`src/rtl/cpu_pkg.sv`:
```
// Shared definitions for the 16-bit pipelined core: instruction encodings,
// field positions and the fetch-stage state type.
package cpu_pkg;

    localparam int unsigned DEF_ADDR_W  = 16;
    localparam int unsigned DEF_INSTR_W = 16;

    localparam logic [15:0] NOP_INSTR = 16'h0000;
    localparam logic [3:0]  OP_HLT    = 4'hF;

    localparam int unsigned OP_MSB = 15;
    localparam int unsigned OP_LSB = 12;
    localparam int unsigned RD_MSB = 11;
    localparam int unsigned RD_LSB = 8;
    localparam int unsigned RS_MSB = 7;
    localparam int unsigned RS_LSB = 4;
    localparam int unsigned RT_MSB = 3;
    localparam int unsigned RT_LSB = 0;

    typedef enum logic [0:0] {
        RUN,
        HALTED
    } if_state_t;

endpackage

```
`src/rtl/if_id_reg.sv`:
```
// IF/ID pipeline register. Flush inserts a bubble and wins over hold;
// hold freezes the whole stage.
module if_id_reg
    import cpu_pkg::*;
#(
    parameter int unsigned ADDR_W  = DEF_ADDR_W,
    parameter int unsigned INSTR_W = DEF_INSTR_W
) (
    input  logic               clk,
    input  logic               rst_n,
    input  logic               flush,
    input  logic               hold,
    input  logic [INSTR_W-1:0] fetch_instr,
    input  logic [ADDR_W-1:0]  fetch_pc_plus1,
    output logic [INSTR_W-1:0] instr,
    output logic [ADDR_W-1:0]  pc_plus1,
    output logic               valid
);

    logic [INSTR_W-1:0] instr_q;
    logic [ADDR_W-1:0]  pc_plus1_q;
    logic               valid_q;

    // pc_plus1 is left untouched by a flush; it is meaningless while valid is low.
    always_ff @(posedge clk or negedge rst_n) begin
        if (!rst_n) begin
            instr_q    <= INSTR_W'(NOP_INSTR);
            pc_plus1_q <= '0;
            valid_q    <= 1'b0;
        end else if (flush) begin
            instr_q <= INSTR_W'(NOP_INSTR);
            valid_q <= 1'b0;
        end else if (!hold) begin
            instr_q    <= fetch_instr;
            pc_plus1_q <= fetch_pc_plus1;
            valid_q    <= 1'b1;
        end
    end

    assign instr    = instr_q;
    assign pc_plus1 = pc_plus1_q;
    assign valid    = valid_q;

endmodule

```
`src/rtl/if_stage_ctrl.sv`:
```
// Fetch-stage controller: owns the PC, run/halt FSM and hazard stall counter,
// and feeds the IF/ID register.
module if_stage_ctrl
    import cpu_pkg::*;
#(
    parameter int unsigned      ADDR_W   = DEF_ADDR_W,
    parameter int unsigned      INSTR_W  = DEF_INSTR_W,
    parameter logic [ADDR_W-1:0] RESET_PC = '0
) (
    input  logic               clk,
    input  logic               rst_n,
    input  logic               hazard,
    input  logic               branch_taken,
    input  logic [ADDR_W-1:0]  branch_target,
    input  logic [INSTR_W-1:0] imem_rdata,
    output logic [ADDR_W-1:0]  imem_addr,
    output logic [INSTR_W-1:0] IF_ID_instr,
    output logic [ADDR_W-1:0]  IF_ID_pc_plus1,
    output logic               IF_ID_valid,
    output logic [3:0]         IF_ID_reg_rd,
    output logic [3:0]         IF_ID_reg_rs,
    output logic [3:0]         IF_ID_reg_rt,
    output logic               halted,
    output logic [7:0]         stall_cnt
);

    if_state_t         state_q, state_d;
    logic [ADDR_W-1:0] pc_q, pc_d, pc_plus1;
    logic [7:0]        stall_cnt_q, stall_cnt_d;
    logic              is_hlt, run_fetch, run_stall;
    logic              ifid_flush, ifid_hold;

    assign is_hlt    = imem_rdata[OP_MSB:OP_LSB] == OP_HLT;
    assign pc_plus1  = pc_q + ADDR_W'(1);
    assign run_stall = (state_q == RUN) && hazard && !branch_taken;
    assign run_fetch = (state_q == RUN) && !hazard && !branch_taken;

    always_ff @(posedge clk or negedge rst_n) begin
        if (!rst_n) begin
            state_q <= RUN;
        end else begin
            state_q <= state_d;
        end
    end

    always_comb begin
        state_d = state_q;
        if (branch_taken) begin
            state_d = RUN;
        end else if (run_fetch && is_hlt) begin
            state_d = HALTED;
        end
    end

    always_comb begin
        halted     = state_q == HALTED;
        ifid_flush = branch_taken || (state_q == HALTED);
        ifid_hold  = run_stall;
    end

    // A fetched HLT is latched into IF/ID but the PC stays on it.
    always_comb begin
        pc_d = pc_q;
        if (branch_taken) begin
            pc_d = branch_target;
        end else if (run_fetch && !is_hlt) begin
            pc_d = pc_plus1;
        end
    end

    always_comb begin
        stall_cnt_d = stall_cnt_q;
        if (run_stall && stall_cnt_q != 8'hFF) begin
            stall_cnt_d = stall_cnt_q + 8'd1;
        end
    end

    always_ff @(posedge clk or negedge rst_n) begin
        if (!rst_n) begin
            pc_q        <= RESET_PC;
            stall_cnt_q <= '0;
        end else begin
            pc_q        <= pc_d;
            stall_cnt_q <= stall_cnt_d;
        end
    end

    if_id_reg #(
        .ADDR_W  (ADDR_W),
        .INSTR_W (INSTR_W)
    ) u_if_id_reg (
        .clk            (clk),
        .rst_n          (rst_n),
        .flush          (ifid_flush),
        .hold           (ifid_hold),
        .fetch_instr    (imem_rdata),
        .fetch_pc_plus1 (pc_plus1),
        .instr          (IF_ID_instr),
        .pc_plus1       (IF_ID_pc_plus1),
        .valid          (IF_ID_valid)
    );

    assign imem_addr    = pc_q;
    assign stall_cnt    = stall_cnt_q;
    assign IF_ID_reg_rd = IF_ID_instr[RD_MSB:RD_LSB];
    assign IF_ID_reg_rs = IF_ID_instr[RS_MSB:RS_LSB];
    assign IF_ID_reg_rt = IF_ID_instr[RT_MSB:RT_LSB];

endmodule

```
`config.mk`:
```
export PLATFORM = sky130hd
export DESIGN_NAME = if_stage_ctrl
export DESIGN_NICKNAME = d
export VERILOG_FILES = /design/src/rtl/cpu_pkg.sv /design/src/rtl/if_id_reg.sv /design/src/rtl/if_stage_ctrl.sv
export SDC_FILE = /design/constraint.sdc
export NUM_CORES = 1
export LEC_CHECK = 0
export CORE_ASPECT_RATIO = 0.5
export CORE_MARGIN = 1
export CORE_UTILIZATION = 41
export CTS_CLUSTER_DIAMETER = 120
export DETAILED_ROUTE_END_ITERATION = 7
export PLACE_DENSITY = 0.82
export SYNTH_ARGS = -nofsm -noshare
export SYNTH_HDL_FRONTEND = slang
export SYNTH_HIERARCHICAL = 1
export SYNTH_SLANG_ARGS = --single-unit
```
`constraint.sdc`:
```
create_clock -name clk -period 1.8 [get_ports clk]
set_clock_uncertainty 0.15 [all_clocks]
set_input_delay 0.36 -clock clk [delete_from_list [all_inputs] [get_ports clk]]
set_output_delay 0.36 -clock clk [all_outputs]
set_load 0.02 [all_outputs]
```
# After elaboration in Yosys (flattened, before gate mapping)
# Index checks and enable logic that the tools add are counted.
[word_totals]
ff_bits = 58
latchBits = 0
ramBits = 0
mem_bits_ro = 0
wordCells = 36
mem_count = 0
[classes]
n_addsub = 2
mul = 0
div = 0
magnitude_cmp = 0
eq_ne = 3
n_shift = 0
n_mux = 8
bitwise = 3
n_reduce_logical = 14
[ops]
columns = ["op", "n"]
rows = [
  ["two-way mux 16 bit", 4],
  ["adder 16 x 1 -> 16 bit (second input constant)", 1],
  ["adder 8 x 1 -> 8 bit (second input constant)", 1],
  ["inequality test 8 bit (second input constant)", 1],
  ["logical AND 1 bit", 7],
  ["equality test 4 bit (second input constant)", 1],
  ["two-way mux 1 bit", 4],
  ["nonzero test 2 bit", 2],
  ["zero test 1 bit", 3],
  ["inverter 1 bit", 3],
  ["inequality test 2 x 1 -> 1 bit (second input constant)", 1],
  ["AND reduction 2 bit", 1],
  ["logical OR 1 bit", 1],
]

# Logic depth before layout (Yosys ltp)
[logic_depth]
depth_word = 6
depth_mapped = 7

# By module
# Netlist, hierarchy kept.
[modules_own_cells]
columns = ["module", "instances", "cells_each", "area_each_um2", "seq_area_each_um2"]
rows = [
  ["if_stage_ctrl", 1, 177, 1662.8, 625.6],
  ["if_id_reg", 1, 89, 1350.0, 825.8],
]

# Worst setup path after synthesis
# OpenSTA, ideal clock, no wires.
[synth_timing]
kind = "reg2reg"
start = "reg pc_q[0] (netlist: imem_addr[0])"
end = "reg u_if_id_reg.pc_plus1_q[12] (netlist: u_if_id_reg/pc_plus1[12])"
setup_ps = 125
t_arrival_ps = 1776
required_ps = 1525
setup_slack_ps = -251
stages_incl_launch_ff = 6
cell_sequence = "dfrtp_1 > ha_1 > nand4_1 > nor4_1 > xor2_1 > mux2_4"
[synth_via]
elab_chain_len = 1
[synth_lines]
columns = ["element", "line_no", "text"]
rows = [
  ["start, declared", "if_stage_ctrl.sv:28", "logic [ADDR_W-1:0] pc_q, pc_d, pc_plus1;"],
  ["start signal, assigned", "if_stage_ctrl.sv:83", "pc_q <= pc_d;"],
  ["adder 16 x 1 -> 16 bit", "if_stage_ctrl.sv:34", "assign pc_plus1 = pc_q + ADDR_W'(1);"],
  ["via pc_plus1[12]", "if_stage_ctrl.sv:28", ""],
  ["end signal, assigned", "if_id_reg.sv:35", "pc_plus1_q <= fetch_pc_plus1;"],
  ["end, declared", "if_id_reg.sv:21", "logic [ADDR_W-1:0] pc_plus1_q;"],
]
# The timed path passes the listed nets, and every way through them passes these cells.
# A chain may end at the register's enable or synchronous reset.

# Worst setup path after layout
[layout_timing]
start = "reg state_q (netlist: halted)"
end = "reg u_if_id_reg.pc_plus1_q[5] (netlist: u_if_id_reg/pc_plus1[5])"
[layout_via]
elab_chain_len = 5
[layout_lines]
columns = ["element", "line_no", "text"]
rows = [
  ["start, declared", "if_stage_ctrl.sv:27", "if_state_t state_q, state_d;"],
  ["start signal, assigned", "if_stage_ctrl.sv:42", "state_q <= state_d;"],
  ["inverter 1 bit", "if_stage_ctrl.sv:35", "assign run_stall = (state_q == RUN) && hazard && !branch_taken;"],
  ["logical AND 1 bit (2 in series)", "if_stage_ctrl.sv:35", ""],
  ["via ifid_hold", "if_stage_ctrl.sv:31", "logic ifid_flush, ifid_hold;"],
  ["inverter 1 bit (no line)", "--", ""],
  ["AND reduction 2 bit (no line)", "--", ""],
]
# The timed path passes the listed nets, and every way through them passes these cells.

==> out/results.txt <==
CP max stage delay: 0.46 ns
final period utilization: 99.2%
final setup fails: 0
worst r2r dst: u_if_id_reg/pc_plus1[5]
vias per inst: 5.36
area leader, netlist: dfrtp_1
Post-DP HPWL: 6.14 mm
Min-Delay Endpoint: u_if_id_reg/instr[12]
clk sink count: 58
htree depth: 3
worst slew pin tran: 0.530 ns
worst path arrival time: 1.84 ns
crit path buf inv count: 2
required time of the worst setup path: 1.86 ns
DR vias: 2,682
Synth area leaders: dfrtp_1, mux2i_1, mux2_4
Hold Path Depth: 4
maxcap violations: 0
r2r setup slk: 0.01 ns
die area: 0.00772 mm2
# DRC: 0
warnings from Yosys: 6
Initial DRC Count: 210
core footprint: 0.00688 mm2
Gate Count Post-Synth: 266
GR Util All Layers: 24.7%
routing usage on met3: 7.30%
Synth top area share: 48.2%
largest net degree at the start of global routing: 31
FFs w/ async S/R, synth: 100%
Syn Std Cell Area: 0.00301 mm2
die width: 123 um
GR Util met1: 30.8%
Static Leak: 2.29 nW
clock transition at the registers of the reported paths: 0.05 ns
slew margin rel.: 64.6%
Die Span Y: 62.6 um
reg-to-reg startpoint: halted
Synth cell types: 41
final worst slack: 0.0143 ns
Cell Pwr Density: 1010 mW/mm2
number of synthesized flops with an enable pin: 0
Slew Limit Fails: 0
f_max: 0.560 GHz
RSZ-0062 raised after global routing: yes
root buffer cell: clkbuf_16
Critical Path Start Type: flip-flop
vias in the first global route: 2,771
total CTS buffers: 9
worst-path cell chain: or3b_4 > inv_4 > nor2_8 > buf_4 > mux2_4
layout cells sized above 1: 24.8%
CP max FO: 5
Most used DFF post-synth: dfrtp_1
post-route ant nets: 0
CTS tree: yes
Initial Util: 43.8%
Final Util: 68.0%
Seq/Total Area, Yosys: 48.2%
Min-Delay Path Class: in2reg
Worst-Skew Late Latency: 0.33 ns
kind of critical path: reg2reg
crit path from: halted
final hold viol count: 0
M2 GR Usage: 39.7%
syn avg cell area: 11.3 um2
Critical Path Slowest Stage Cell: or3b_4
CP Capture Type: flip-flop
Yosys reg bits: 58
VDD IR max: 0.657 mV
GPL Wtd Cong: 0.826
hold path start: imem_rdata[12]
final net count: 441
Tmin final: 1.79 ns
global route total overflow: 0
CP top delay family: simple AND/OR/NAND/NOR gates
FF-to-FF path depth: 5
grt peak-use layer: met2
global-route wire length before repair: 14.3 mm
WL/cell: 18.1 um
initial antenna violation count: 0
synthesis-to-finish area growth: 55.4%
Port Buffers: 105
# diodes: 0
Placement Setup Slack: -0.446 ns
IO Count: 106
Mapped Nets: 304
outcome: completed
drt first pass iters: 4
Clock Tree Buf Depth: 2
final wirelength: 9.03 mm
total number of placement rows: 21
[kinds of logic after synthesis]
| kind of cell | count (synthesis) | synth area share, % |
|---|---|---|
| simple gates | 89 | 15.7 |
| buf+inv | 32 | 7.35 |
| xor+xnor | 22 | 6.40 |
| flops | 58 | 48.2 |
| compound gates | 28 | 7.97 |
| mux | 35 | 13.6 |
| fa+ha+maj | 2 | 0.830 |
[how the worst max path moves through the flow]
stage | to | cells past startpoint
detailed placement | imem_addr[3] | 5
floorplan | u_if_id_reg/pc_plus1[10] | 7
CTS | IF_ID_pc_plus1[0] | 1
finish | u_if_id_reg/pc_plus1[5] | 5
global route | imem_addr[8] | 6
global placement | imem_addr[9] | 5
[synthesized netlist by cell type, types with 2 or more instances]
cell / number
nand3_1: 17
nand3b_1: 8
buf_6: 5
a22oi_1: 8
nor4_1: 4
mux2i_1: 17
mux2_2: 8
dfrtp_1: 58
mux2_4: 10
o211ai_1: 2
or4_1: 2
ha_1: 2
and3_1: 2
inv_1: 6
buf_4: 12
xor2_1: 11
clkbuf_1: 5
o311ai_0: 10
nand4_1: 7
nand2_1: 15
buf_2: 2
xnor2_1: 11
nor2_1: 26
[registers in the layout, indices dropped and copies added, names as in the netlist]
signal and count:
halted 1, u_if_id_reg/instr 16, u_if_id_reg/pc_plus1 16, stall_cnt 8
imem_addr 16, u_if_id_reg/valid 1
[worst register-to-register path: stages (launching register included)]
cell and delay, ns:
dfrtp_2 0.41, or3b_4 0.46, inv_4 0.12, nor2_8 0.05
buf_4 0.16, mux2_4 0.31
[routing by layer]
metal | routed length [um] | vias up
met5 | 0 | -
li1 | - | 1224
met4 | 236 | 0
met3 | 487 | 22
met2 | 4510 | 101
met1 | 3790 | 1335
[repair_timing]
item,in CTS,in global routing
endpoints found under the setup margin,105,22
pin swaps,2,4
setup buffers,4,2
endpoints found under the hold margin,21,0
gates resized for setup,80,20
hold buffers,1,0
[area by class of cell]
cell class / instances / area, um2
Fill cell: 506 / 2200
Sequential cell: 58 / 1460
Multi-Input combinational cell: 176 / 1440
Timing Repair Buffer: 152 / 1360
Clock buffer: 14 / 274
Tap cell: 92 / 115
Inverter: 6 / 25.0
Clock inverter: 2 / 10.0
[placed cells by master (no fill, tap or decap), types with 2 or more instances in the layout]
master / count
buf_4: 43
nand3_1: 16
nand3b_1: 8
a22oi_1: 7
clkbuf_16: 9
dfrtp_2: 5
o311ai_1: 5
o211ai_1: 2
nand2_1: 15
mux2i_1: 17
nor4_4: 3
clkdlybuf4s50_1: 28
nand4_1: 7
o311ai_0: 5
clkbuf_8: 3
mux2_2: 7
dlymetal6s2s_1: 6
or2_4: 2
inv_1: 5
and3_1: 2
dlygate4sd2_1: 69
xor2_1: 11
dfrtp_1: 53
clkbuf_1: 2
mux2_4: 11
buf_12: 2
clkinv_2: 2
xnor2_1: 11
nor2_1: 25
[metrics by stage]
step	instance area (um2)	hold slack [ns]	setup TNS, ns	cells	total power [mW]
finish	4680	0.304	0	500	4.72
global route	4680	0.329	-0.00424	500	4.90
CTS	4600	0.338	0	498	4.71
detailed placement	4320	0.216	-19.89	477	3.22
global placement	4320	0.204	-17.29	477	3.15
floorplan	3040	-0.0856	-1.95	266	2.45
[where the power goes]
group          switching (mW)  leakage [nW]  internal [mW]
logic                   0.745          1.43          0.648
clock network           0.568         0.143           1.04
registers               0.201         0.719           1.52
Power figures use the tool's default switching activity.
